[config.mk]
export PLATFORM = sky130hd
export DESIGN_NAME = rob_rename_buffer_flat
export DESIGN_NICKNAME = d
export VERILOG_FILES = /design/src/rtl/rob_rename_buffer_pkg.sv /design/src/rtl/rob_rename_buffer_if.sv /design/src/rtl/rob_rename_buffer.sv /design/src/flat_wrapper.sv
export SDC_FILE = /design/constraint.sdc
export NUM_CORES = 1
export LEC_CHECK = 0
export CAP_MARGIN = 10
export CORE_UTILIZATION = 59
export DETAILED_ROUTE_END_ITERATION = 10
export PLACE_DENSITY = 0.81
export SYNTH_ARGS = -nofsm -noshare
export SYNTH_HDL_FRONTEND = slang
export SYNTH_SLANG_ARGS = --single-unit
[constraint.sdc]
create_clock -name clk -period 1.8 [get_ports clk]
set_input_delay 0.18 -clock clk [delete_from_list [all_inputs] [get_ports clk]]
set_output_delay 0.18 -clock clk [all_outputs]
set_load 0.005 [all_outputs]
[src/rtl/rob_rename_buffer_pkg.sv]
// Shared constants, tag type and read-port payload for the ROB rename buffer.
package rob_rename_buffer_pkg;

  localparam int unsigned WIDTH  = 31;
  localparam int unsigned ROB    = 2;
  localparam int unsigned DATA_W = WIDTH + 1;
  localparam int unsigned TAG_W  = ROB + 1;
  localparam int unsigned DEPTH  = 1 << TAG_W;

  typedef logic [TAG_W-1:0]  rob_tag_t;
  typedef logic [DATA_W-1:0] rob_data_t;

  // One read port's answer: availability flag plus the value.
  typedef struct packed {
    logic      valid;
    rob_data_t value;
  } rob_rd_t;

endpackage

[src/rtl/rob_rename_buffer_if.sv]
// CDB, allocation, commit and operand-lookup signals shared by the ROB and rename stage.
interface rob_rename_buffer_if;
  import rob_rename_buffer_pkg::*;

  logic      validBroadcast;
  rob_tag_t  robEntry;
  rob_data_t result;
  rob_tag_t  rob1;
  rob_tag_t  rob2;
  logic      robWrite;
  logic      freeze;
  rob_tag_t  robAllocation;
  logic      wcommit;
  rob_tag_t  ROBcommit;
  rob_data_t ROBValue1;
  rob_data_t ROBValue2;
  logic      valid1;
  logic      valid2;

  modport master (
    output validBroadcast, robEntry, result, rob1, rob2,
           robWrite, freeze, robAllocation, wcommit, ROBcommit,
    input  ROBValue1, ROBValue2, valid1, valid2
  );

  modport slave (
    input  validBroadcast, robEntry, result, rob1, rob2,
           robWrite, freeze, robAllocation, wcommit, ROBcommit,
    output ROBValue1, ROBValue2, valid1, valid2
  );

endinterface

[src/rtl/rob_rename_buffer.sv]
// Per-ROB-entry result store with valid flags; two combinational lookup ports
// with CDB bypass so a result broadcast this cycle is visible immediately.
module rob_rename_buffer
  import rob_rename_buffer_pkg::*;
(
  input logic               clk,
  input logic               reset,
  rob_rename_buffer_if.slave bus
);

  rob_data_t              value_q [DEPTH];
  rob_data_t              value_d [DEPTH];
  logic [DEPTH-1:0]       valid_q;
  logic [DEPTH-1:0]       valid_d;
  rob_rd_t                rd1;
  rob_rd_t                rd2;

  // Allocation clear beats CDB set, which beats commit clear, per entry.
  always_comb begin
    valid_d = valid_q;
    value_d = value_q;
    for (int unsigned e = 0; e < DEPTH; e++) begin
      if (bus.robWrite && !bus.freeze && bus.robAllocation == rob_tag_t'(e)) begin
        valid_d[e] = 1'b0;
      end else if (bus.validBroadcast && bus.robEntry == rob_tag_t'(e)) begin
        valid_d[e] = 1'b1;
        value_d[e] = bus.result;
      end else if (bus.wcommit && bus.ROBcommit == rob_tag_t'(e)) begin
        valid_d[e] = 1'b0;
      end
    end
  end

  always_ff @(posedge clk) begin
    if (reset) begin
      valid_q <= '0;
      for (int unsigned i = 0; i < DEPTH; i++) begin
        value_q[i] <= '0;
      end
    end else begin
      valid_q <= valid_d;
      value_q <= value_d;
    end
  end

  function automatic rob_rd_t lookup(
    input rob_tag_t  tag,
    input logic      bcast,
    input rob_tag_t  bcast_tag,
    input rob_data_t bcast_data,
    input logic      stored_valid,
    input rob_data_t stored_value
  );
    rob_rd_t rd;
    if (bcast && bcast_tag == tag) begin
      rd.valid = 1'b1;
      rd.value = bcast_data;
    end else begin
      rd.valid = stored_valid;
      rd.value = stored_value;
    end
    return rd;
  endfunction

  assign rd1 = lookup(bus.rob1, bus.validBroadcast, bus.robEntry, bus.result,
                      valid_q[bus.rob1], value_q[bus.rob1]);
  assign rd2 = lookup(bus.rob2, bus.validBroadcast, bus.robEntry, bus.result,
                      valid_q[bus.rob2], value_q[bus.rob2]);

  assign bus.valid1    = rd1.valid;
  assign bus.ROBValue1 = rd1.value;
  assign bus.valid2    = rd2.valid;
  assign bus.ROBValue2 = rd2.value;

endmodule

[src/flat_wrapper.sv]
// flat-port wrapper written by rule: the top's interface ports become plain ports
module rob_rename_buffer_flat import rob_rename_buffer_pkg::*;
  (clk, reset, bus_validBroadcast, bus_robEntry, bus_result, bus_rob1, bus_rob2, bus_robWrite, bus_freeze, bus_robAllocation, bus_wcommit, bus_ROBcommit, bus_ROBValue1, bus_ROBValue2, bus_valid1, bus_valid2);
  rob_rename_buffer_if bus_i ();
  input logic clk;
  input logic reset;
  input wire logic [$bits(bus_i.validBroadcast)-1:0] bus_validBroadcast;
  input wire logic [$bits(bus_i.robEntry)-1:0] bus_robEntry;
  input wire logic [$bits(bus_i.result)-1:0] bus_result;
  input wire logic [$bits(bus_i.rob1)-1:0] bus_rob1;
  input wire logic [$bits(bus_i.rob2)-1:0] bus_rob2;
  input wire logic [$bits(bus_i.robWrite)-1:0] bus_robWrite;
  input wire logic [$bits(bus_i.freeze)-1:0] bus_freeze;
  input wire logic [$bits(bus_i.robAllocation)-1:0] bus_robAllocation;
  input wire logic [$bits(bus_i.wcommit)-1:0] bus_wcommit;
  input wire logic [$bits(bus_i.ROBcommit)-1:0] bus_ROBcommit;
  output wire logic [$bits(bus_i.ROBValue1)-1:0] bus_ROBValue1;
  output wire logic [$bits(bus_i.ROBValue2)-1:0] bus_ROBValue2;
  output wire logic [$bits(bus_i.valid1)-1:0] bus_valid1;
  output wire logic [$bits(bus_i.valid2)-1:0] bus_valid2;
  assign bus_i.validBroadcast = bus_validBroadcast;
  assign bus_i.robEntry = bus_robEntry;
  assign bus_i.result = bus_result;
  assign bus_i.rob1 = bus_rob1;
  assign bus_i.rob2 = bus_rob2;
  assign bus_i.robWrite = bus_robWrite;
  assign bus_i.freeze = bus_freeze;
  assign bus_i.robAllocation = bus_robAllocation;
  assign bus_i.wcommit = bus_wcommit;
  assign bus_i.ROBcommit = bus_ROBcommit;
  assign bus_ROBValue1 = bus_i.ROBValue1;
  assign bus_ROBValue2 = bus_i.ROBValue2;
  assign bus_valid1 = bus_i.valid1;
  assign bus_valid2 = bus_i.valid2;
  rob_rename_buffer u_core (.clk(clk), .reset(reset), .bus(bus_i));
endmodule
# [Yosys cells after proc, flatten, opt, wreduce, memory -nomap -nowiden]
# Cells that the tools add are included.
[totals] reg_bits=264 output_inout_bits=66 elab_cells=136
[op_classes] n_lt_le_gt_ge=4 n_eq_ne=23 n_mux=28 bitwise_logic=10 reduce_logical=55
[ops] op="binary-select mux 32 bit (select 3 bit)" n=2
[ops] op="two-way mux 32 bit" n=4
[ops] op="two-way mux 33 bit" n=2
[ops] op="equality test 3 bit, second input constant" n=12
[ops] op="logical AND 1 bit" n=27
[ops] op="equality test 3 x 2 -> 1 bit, second input constant" n=6
[ops] op="two-way mux 1 bit" n=18
[ops] op="AND reduction 2 bit" n=8
[ops] op="nonzero test 2 bit" n=8
[ops] op="OR reduction 2 bit" n=8
[ops] op="equality test 3 x 1 -> 1 bit, second input constant" n=3
[ops] op="logical NOT 3 bit" n=3
[ops] op="greater-or-equal comparator 4 bit, second input constant" n=2
[ops] op="less-than comparator 3 x 4 -> 1 bit, second input constant" n=2
[ops] op="inverter 1 bit" n=8
[ops] op="inverter 3 -> 4 bit" n=2
[ops] op="binary-select mux 1 bit (select 3 bit)" n=2
[ops] op="equality test 3 bit" n=2
[ops] op="logical NOT 1 bit" n=1

# [Logic depth before layout (Yosys ltp)]
[depth] ltp_word=5 ltp_mapped=8 mapped_depth_nobuf=4

# [Worst setup path after synthesis]
# Ideal clock, no wire load.
[synth_timing] kind="input-to-output" startpoint="input bus_rob2[0]" endpoint="output bus_valid2" t_arrival_ns=1.450 required_time_ns=1.620 path_slack_ns=0.170 path_stages=6 path_cell_list="clkbuf_1 -> buf_2 -> buf_6 -> mux4_2 -> mux2i_1 -> nand2_1"
[synth_via] elab_chain_len=3 elab_cells_between_ends=5 classes_between="1 x eq/ne; 3 x mux; 1 x reduce/logical"
[synth_lines] item="start, declared" line_no="flat_wrapper.sv:11" source="input wire logic [$bits(bus_i.rob2)-1:0] bus_rob2;"
[synth_lines] item="binary-select mux 1 bit (select 3 bit) or equality test 3 bit (tied branches)" line_no="rob_rename_buffer.sv:68, rob_rename_buffer.sv:55"
[synth_lines] item="two-way mux 1 bit (implied by the code) or logical AND 1 bit (tied branches)" line_no="rob_rename_buffer.sv:68, rob_rename_buffer.sv:55"
[synth_lines] item="two-way mux 33 bit *" line_no="rob_rename_buffer.sv:55" source="if (bcast && bcast_tag == tag) begin"
[synth_lines] item="end, declared" line_no="flat_wrapper.sv:20" source="output wire logic [$bits(bus_i.valid2)-1:0] bus_valid2;"
# Every way passes the cells marked *; elsewhere a longest branch is shown, timed or not. The select of a mux whose other input is x is not followed.

# [Worst setup path in the final report]
[layout_timing] startpoint="register u_core.value_q[31] (netlist name)" endpoint="output bus_ROBValue1[31]"
[layout_via] elab_chain_len=4
[layout_lines] item="start, declared" line_no="rob_rename_buffer.sv:11" source="rob_data_t value_q [DEPTH];"
[layout_lines] item="start signal, assigned" line_no="rob_rename_buffer.sv:42" source="value_q <= value_d;"
[layout_lines] item="binary-select mux 32 bit (select 3 bit)" line_no="rob_rename_buffer.sv:66" source="valid_q[bus.rob1], value_q[bus.rob1]);"
[layout_lines] item="two-way mux 32 bit (implied by the code) (2 in series)" line_no="rob_rename_buffer.sv:66"
[layout_lines] item="two-way mux 33 bit" line_no="rob_rename_buffer.sv:55"
[layout_lines] item="end, declared" line_no="flat_wrapper.sv:17" source="output wire logic [$bits(bus_i.ROBValue1)-1:0] bus_ROBValue1;"
# Every way passes these cells. The select of a mux whose other input is x is not followed.

==> flow_summary.html <==
<table>
<tr><th>Metric</th><th>Value</th></tr>
<tr><th colspan="2">Run</th></tr>
<tr><td>Max_cap viols</td><td>0</td></tr>
<tr><th colspan="2">Route</th></tr>
<tr><td>Detail Route Antenna Nets</td><td>0</td></tr>
<tr><td>Detailed-route DRC error count</td><td>0</td></tr>
<tr><td>Post-DR wirelength/cell</td><td>23.1 µm</td></tr>
<tr><td>Routed vias</td><td>12522</td></tr>
<tr><td>Number of violations reported at the end of detailed-routing iteration 0</td><td>1566</td></tr>
<tr><td>Detailed-router iteration count before antenna repair</td><td>7</td></tr>
<tr><td>Routed via count divided by cell count</td><td>6.49</td></tr>
<tr><td>Drt total wl</td><td>44.6 mm</td></tr>
<tr><th colspan="2">STA</th></tr>
<tr><td>Skew final</td><td>0 ps</td></tr>
<tr><td>Min Clock Period, post-route</td><td>2100 ps</td></tr>
<tr><td>Final setup vio count</td><td>66</td></tr>
<tr><td>Final-report hold violation count</td><td>0</td></tr>
<tr><td>Final period utilization</td><td>1.17</td></tr>
<tr><td>Pin slew with the least headroom to its limit</td><td>470 ps</td></tr>
<tr><td>Peak clock frequency supported by timing</td><td>0.476 GHz</td></tr>
<tr><td>Least setup slack across all paths after layout</td><td>-301 ps</td></tr>
<tr><td>Total Negative Setup Slacks</td><td>-9570 ps</td></tr>
<tr><td>Pins over their slew limit</td><td>0</td></tr>
<tr><td>Unrepaired setup endpoints after global routing</td><td>true</td></tr>
<tr><td>Max_slew headroom</td><td>0.686</td></tr>
<tr><th colspan="2">Yosys</th></tr>
<tr><td>Number of warnings reported in the yosys synthesis log</td><td>0</td></tr>
<tr><td>Post-synthesis cell area</td><td>0.0142 mm²</td></tr>
<tr><td>Mapped Cells</td><td>1417</td></tr>
<tr><td>Sequential fraction of the synthesis area</td><td>0.372</td></tr>
<tr><td>Synthesized net count</td><td>1470</td></tr>
<tr><td>Number of synthesized register bits</td><td>264</td></tr>
<tr><td>Avg Synthesized Cell Area</td><td>10.0 µm²</td></tr>
<tr><td>Unique masters post-synth</td><td>34</td></tr>
<tr><th colspan="2">Worst setup path</th></tr>
<tr><td>Maximum single-stage delay on the critical path</td><td>490 ps</td></tr>
<tr><td>Startpoint of the most critical register-to-register path</td><td>u_core.value_q[153]</td></tr>
<tr><td>Worst setup path class</td><td>flop to output pin</td></tr>
<tr><td>Arrival time worst endpoint</td><td>1920 ps</td></tr>
<tr><td>Reg2Reg Capture Point</td><td>u_core.value_q[153]</td></tr>
<tr><td>Nature of the critical path startpoint</td><td>flop</td></tr>
<tr><td>Depth of the worst register-to-register path</td><td>4</td></tr>
<tr><td>Cell Chain, Critical Path</td><td>mux4_2 -&gt; mux2i_1 -&gt; buf_4 -&gt; a21oi_2 -&gt; buf_2</td></tr>
<tr><td>Worst path top cell family by delay</td><td>multiplexers</td></tr>
<tr><td>Required @ worst endpoint</td><td>1620 ps</td></tr>
<tr><td>Critical Path Sink Type</td><td>output pin</td></tr>
<tr><td>Maximum fanout along the worst path</td><td>3</td></tr>
<tr><td>Worst reg2reg setup slack</td><td>860 ps</td></tr>
<tr><td>Worst Path Buf+Inv</td><td>2</td></tr>
<tr><td>Cell type of the slowest stage on the worst timing path</td><td>sky130_fd_sc_hd__mux4_2</td></tr>
<tr><th colspan="2">Finish</th></tr>
<tr><td>Number of filler instances in the final layout</td><td>1449</td></tr>
<tr><td>Fraction of layout cells with a size suffix above 1</td><td>0.369</td></tr>
<tr><td>Utilization after layout</td><td>0.756</td></tr>
<tr><td>Area growth from synthesis to final layout</td><td>25.4%</td></tr>
<tr><td>Antenna diode instance count</td><td>0</td></tr>
<tr><td>Number of nets in the finished design</td><td>1642</td></tr>
<tr><th colspan="2">CTS</th></tr>
<tr><td>H-tree lvl count</td><td>1</td></tr>
<tr><td>Clock transition at the registers of the reported paths</td><td>60 ps</td></tr>
<tr><td>Clock tree from TritonCTS</td><td>yes</td></tr>
<tr><td>Max Root-Sink Buffers</td><td>3</td></tr>
<tr><td>Number of clock buffers inserted by TritonCTS</td><td>29</td></tr>
<tr><td>Sink count of the clock tree</td><td>264</td></tr>
<tr><td>Worst-skew pair later-pin latency</td><td>540 ps</td></tr>
<tr><td>Library cell used as clock root buffer</td><td>sky130_fd_sc_hd__clkbuf_16</td></tr>
<tr><th colspan="2">Global route</th></tr>
<tr><td>Pin count of the biggest net entering global routing</td><td>68</td></tr>
<tr><td>Most Crowded Layer GR</td><td>met2</td></tr>
<tr><td>Number of antenna violations at the first check in global routing</td><td>0</td></tr>
<tr><td>Global routing usage on met2</td><td>0.593</td></tr>
<tr><td>Grt ovf</td><td>0</td></tr>
<tr><td>Vias in the first global route</td><td>12742</td></tr>
<tr><td>Met1 global-route usage</td><td>0.423</td></tr>
<tr><td>Tot GR Track Use</td><td>0.352</td></tr>
<tr><td>Met3 track demand over resource</td><td>0.0595</td></tr>
<tr><td>Global-route wire length before repair</td><td>66.9 mm</td></tr>
<tr><th colspan="2">Power and ir drop</th></tr>
<tr><td>Total power density per cell area</td><td>795 mW/mm²</td></tr>
<tr><td>Portion of total power attributed to combinational logic</td><td>0.138</td></tr>
<tr><td>Switching power summed over all nets</td><td>0.00358 W</td></tr>
<tr><td>Clock Power Share</td><td>0.432</td></tr>
<tr><td>Part of the total power dissipated in sequential elements</td><td>0.430</td></tr>
<tr><td>Worst IR Drop VDD</td><td>0.605 mV</td></tr>
<tr><td>Leakage power figure</td><td>6.59 nW</td></tr>
<tr><td>Switch share</td><td>0.253</td></tr>
<tr><td>Cell internal power dissipation</td><td>0.0106 W</td></tr>
<tr><th colspan="2">Min path</th></tr>
<tr><td>Hold/Removal Path Class</td><td>input pin to flop</td></tr>
<tr><td>Hold EP</td><td>u_core.value_q[205]</td></tr>
<tr><td>Cell count of the worst hold path</td><td>2</td></tr>
<tr><td>Hold path startpoint</td><td>reset</td></tr>
<tr><th colspan="2">Place</th></tr>
<tr><td>Weighted congestion reported at the end of routability-driven placement</td><td>0.830</td></tr>
<tr><td>Count of input and output buffers</td><td>118</td></tr>
<tr><td>Hpwl dp</td><td>26.2 mm</td></tr>
<tr><th colspan="2">Outcome</th></tr>
<tr><td>Run status</td><td>finished, violations left</td></tr>
<tr><td>Failing checks</td><td>negative setup slack</td></tr>
<tr><th colspan="2">Die</th></tr>
<tr><td>Number of I/O pins</td><td>119</td></tr>
<tr><td>Core Region</td><td>0.0235 mm²</td></tr>
<tr><td>Initial Utilization</td><td>0.603</td></tr>
<tr><td>Die height</td><td>157 µm</td></tr>
<tr><td>DIE AREA</td><td>0.0247 mm²</td></tr>
<tr><td>Cell row count</td><td>56</td></tr>
<tr><td>DIE WIDTH</td><td>157 µm</td></tr>
</table>
==> metal layers <==
| layer | wire length [µm] | vias up | part of all wire |
|---|---|---|---|
| met5 | 0 | - | 0 |
| met4 | 2800 | 0 | 0.063 |
| met3 | 4020 | 259 | 0.090 |
| met2 | 21500 | 873 | 0.48 |
| met1 | 16300 | 6049 | 0.36 |
| li1 | - | 5341 | - |
==> flip-flops by register name, indices dropped and copies added, names as in the netlist <==
register	cells
u_core.valid_q	8
u_core.value_q	256
==> cells in the final DEF (no fill, tap or decap), types with 3 or more instances in the layout <==
cell type                         synthesis  routed
sky130_fd_sc_hd__a211oi_1                 4       4
sky130_fd_sc_hd__a211oi_4                 3       5
sky130_fd_sc_hd__a21oi_1                167     151
sky130_fd_sc_hd__a21oi_2                  0      15
sky130_fd_sc_hd__buf_12                   0      36
sky130_fd_sc_hd__buf_2                   72      68
sky130_fd_sc_hd__buf_4                   10     142
sky130_fd_sc_hd__bufinv_16                0       3
sky130_fd_sc_hd__clkbuf_1                50       4
sky130_fd_sc_hd__clkbuf_16                0      29
sky130_fd_sc_hd__clkbuf_8                 0       7
sky130_fd_sc_hd__clkdlybuf4s50_1          0      42
sky130_fd_sc_hd__clkinv_2                 0       6
sky130_fd_sc_hd__dfxtp_1                264     152
sky130_fd_sc_hd__dfxtp_2                  0     112
sky130_fd_sc_hd__dlygate4sd2_1            0       3
sky130_fd_sc_hd__mux2i_1                226     197
sky130_fd_sc_hd__mux2i_2                  0      17
sky130_fd_sc_hd__mux2i_4                  0      12
sky130_fd_sc_hd__mux4_2                 132     132
sky130_fd_sc_hd__nand2_1                202     202
sky130_fd_sc_hd__nand2b_1                 3       3
sky130_fd_sc_hd__nand3_1                  3       3
sky130_fd_sc_hd__nand4_1                  3       3
sky130_fd_sc_hd__nor2_1                 230     230
sky130_fd_sc_hd__nor2b_1                  4       4
sky130_fd_sc_hd__xnor2_1                  6       6
==> power by group through the flow <==
stage / Clock, W / Combinational, W / Sequential (W)
final: 0.00612 / 0.00195 / 0.00608
after global routing: 0.00633 / 0.00205 / 0.00609
after detailed placement: 0 / 0.00192 / 0.00619
after floorplan: 0 / 0.00108 / 0.00616
after global placement: 0 / 0.00188 / 0.00617
after CTS: 0.00610 / 0.00187 / 0.00607
==> worst max path at each step <==
| stage | start | to | slack (ps) | depth (start not counted) |
|---|---|---|---|---|
| detailed placement | bus_robEntry[2] | bus_ROBValue2[25] | -540 | 7 |
| global route | u_core.value_q[63] | bus_ROBValue1[31] | -300 | 5 |
| global placement | bus_robEntry[0] | bus_ROBValue2[26] | -450 | 7 |
| finish | u_core.value_q[31] | bus_ROBValue1[31] | -300 | 5 |
| CTS | u_core.value_q[5] | bus_ROBValue1[5] | -200 | 4 |
| floorplan | bus_rob2[0] | bus_valid2 | 170 | 6 |
==> cell type report <==
class	instances	area (µm²)	area share
timing repair buffer	293	2600	0.146
sequential	264	5430	0.305
clock inverter	11	138	0.00773
multi-input combinational	1001	8410	0.472
tap	319	399	0.0224
clock buffer	40	837	0.0470
==> synthesized netlist by cell type <==
cell,number,share of area
sky130_fd_sc_hd__buf_6,14,0.011
sky130_fd_sc_hd__nand2b_4,1,0.00097
sky130_fd_sc_hd__nand2_1,202,0.053
sky130_fd_sc_hd__nand2b_1,3,0.0013
sky130_fd_sc_hd__a211oi_1,4,0.0021
sky130_fd_sc_hd__mux4_2,132,0.21
sky130_fd_sc_hd__a31oi_1,1,0.00044
sky130_fd_sc_hd__nor2_1,230,0.061
sky130_fd_sc_hd__dfxtp_1,264,0.37
sky130_fd_sc_hd__and2_1,1,0.00044
sky130_fd_sc_hd__buf_1,6,0.0016
sky130_fd_sc_hd__nand3_1,3,0.0011
sky130_fd_sc_hd__a21o_1,1,0.00053
sky130_fd_sc_hd__nand3b_1,1,0.00053
sky130_fd_sc_hd__buf_4,10,0.0053
sky130_fd_sc_hd__o21ai_0,1,0.00035
sky130_fd_sc_hd__a21oi_1,167,0.059
sky130_fd_sc_hd__a211o_1,1,0.00062
sky130_fd_sc_hd__a211oi_4,3,0.0042
sky130_fd_sc_hd__a2111oi_4,2,0.0039
sky130_fd_sc_hd__nor2b_1,4,0.0018
sky130_fd_sc_hd__and3b_1,1,0.00062
sky130_fd_sc_hd__o311ai_0,1,0.00062
sky130_fd_sc_hd__nand4_1,3,0.0013
sky130_fd_sc_hd__buf_2,72,0.025
sky130_fd_sc_hd__nor3_1,1,0.00035
sky130_fd_sc_hd__a221oi_1,1,0.00062
sky130_fd_sc_hd__a2111o_1,1,0.00079
sky130_fd_sc_hd__nor3b_1,1,0.00053
sky130_fd_sc_hd__a211oi_2,2,0.0018
sky130_fd_sc_hd__mux2i_1,226,0.16
sky130_fd_sc_hd__nand4b_1,1,0.00062
sky130_fd_sc_hd__clkbuf_1,50,0.013
sky130_fd_sc_hd__xnor2_1,6,0.0037
==> logic make-up (layout without fill, tap and decap cells) <==
| family | after synthesis | count (layout) | share of synthesized area |
|---|---|---|---|
| mux | 358 | 358 | 0.369 |
| compound gates | 185 | 185 | 0.0748 |
| buf+inv | 152 | 344 | 0.0566 |
| xor+xnor | 6 | 6 | 0.00370 |
| simple gates | 452 | 452 | 0.124 |
| flops | 264 | 264 | 0.372 |
==> stage by stage <==
| step | std cells | setup slack (ps) | total power [W] | hold slack, ps | instance area, µm² |
|---|---|---|---|---|---|
| after global placement | 1856 | -450 | 0.00806 | 448 | 16600 |
| after global routing | 1928 | -296 | 0.0145 | 31.9 | 17800 |
| after detailed placement | 1856 | -536 | 0.00811 | 457 | 16600 |
| final | 1928 | -301 | 0.0142 | 14.7 | 17800 |
| after CTS | 1918 | -200 | 0.0140 | 7.79 | 17500 |
| after floorplan | 1417 | 170 | 0.00724 | 403 | 14200 |
==> repair_timing <==
| item | CTS | global route |
|---|---|---|
| hold endpoints to repair | 0 | 0 |
| gates resized for setup | 361 | 72 |
| pin swaps | 65 | 23 |
| setup endpoints to repair | 66 | 66 |
| hold buffers | 0 | 0 |
| setup buffers | 11 | 10 |
Power figures use the tool's default switching activity.
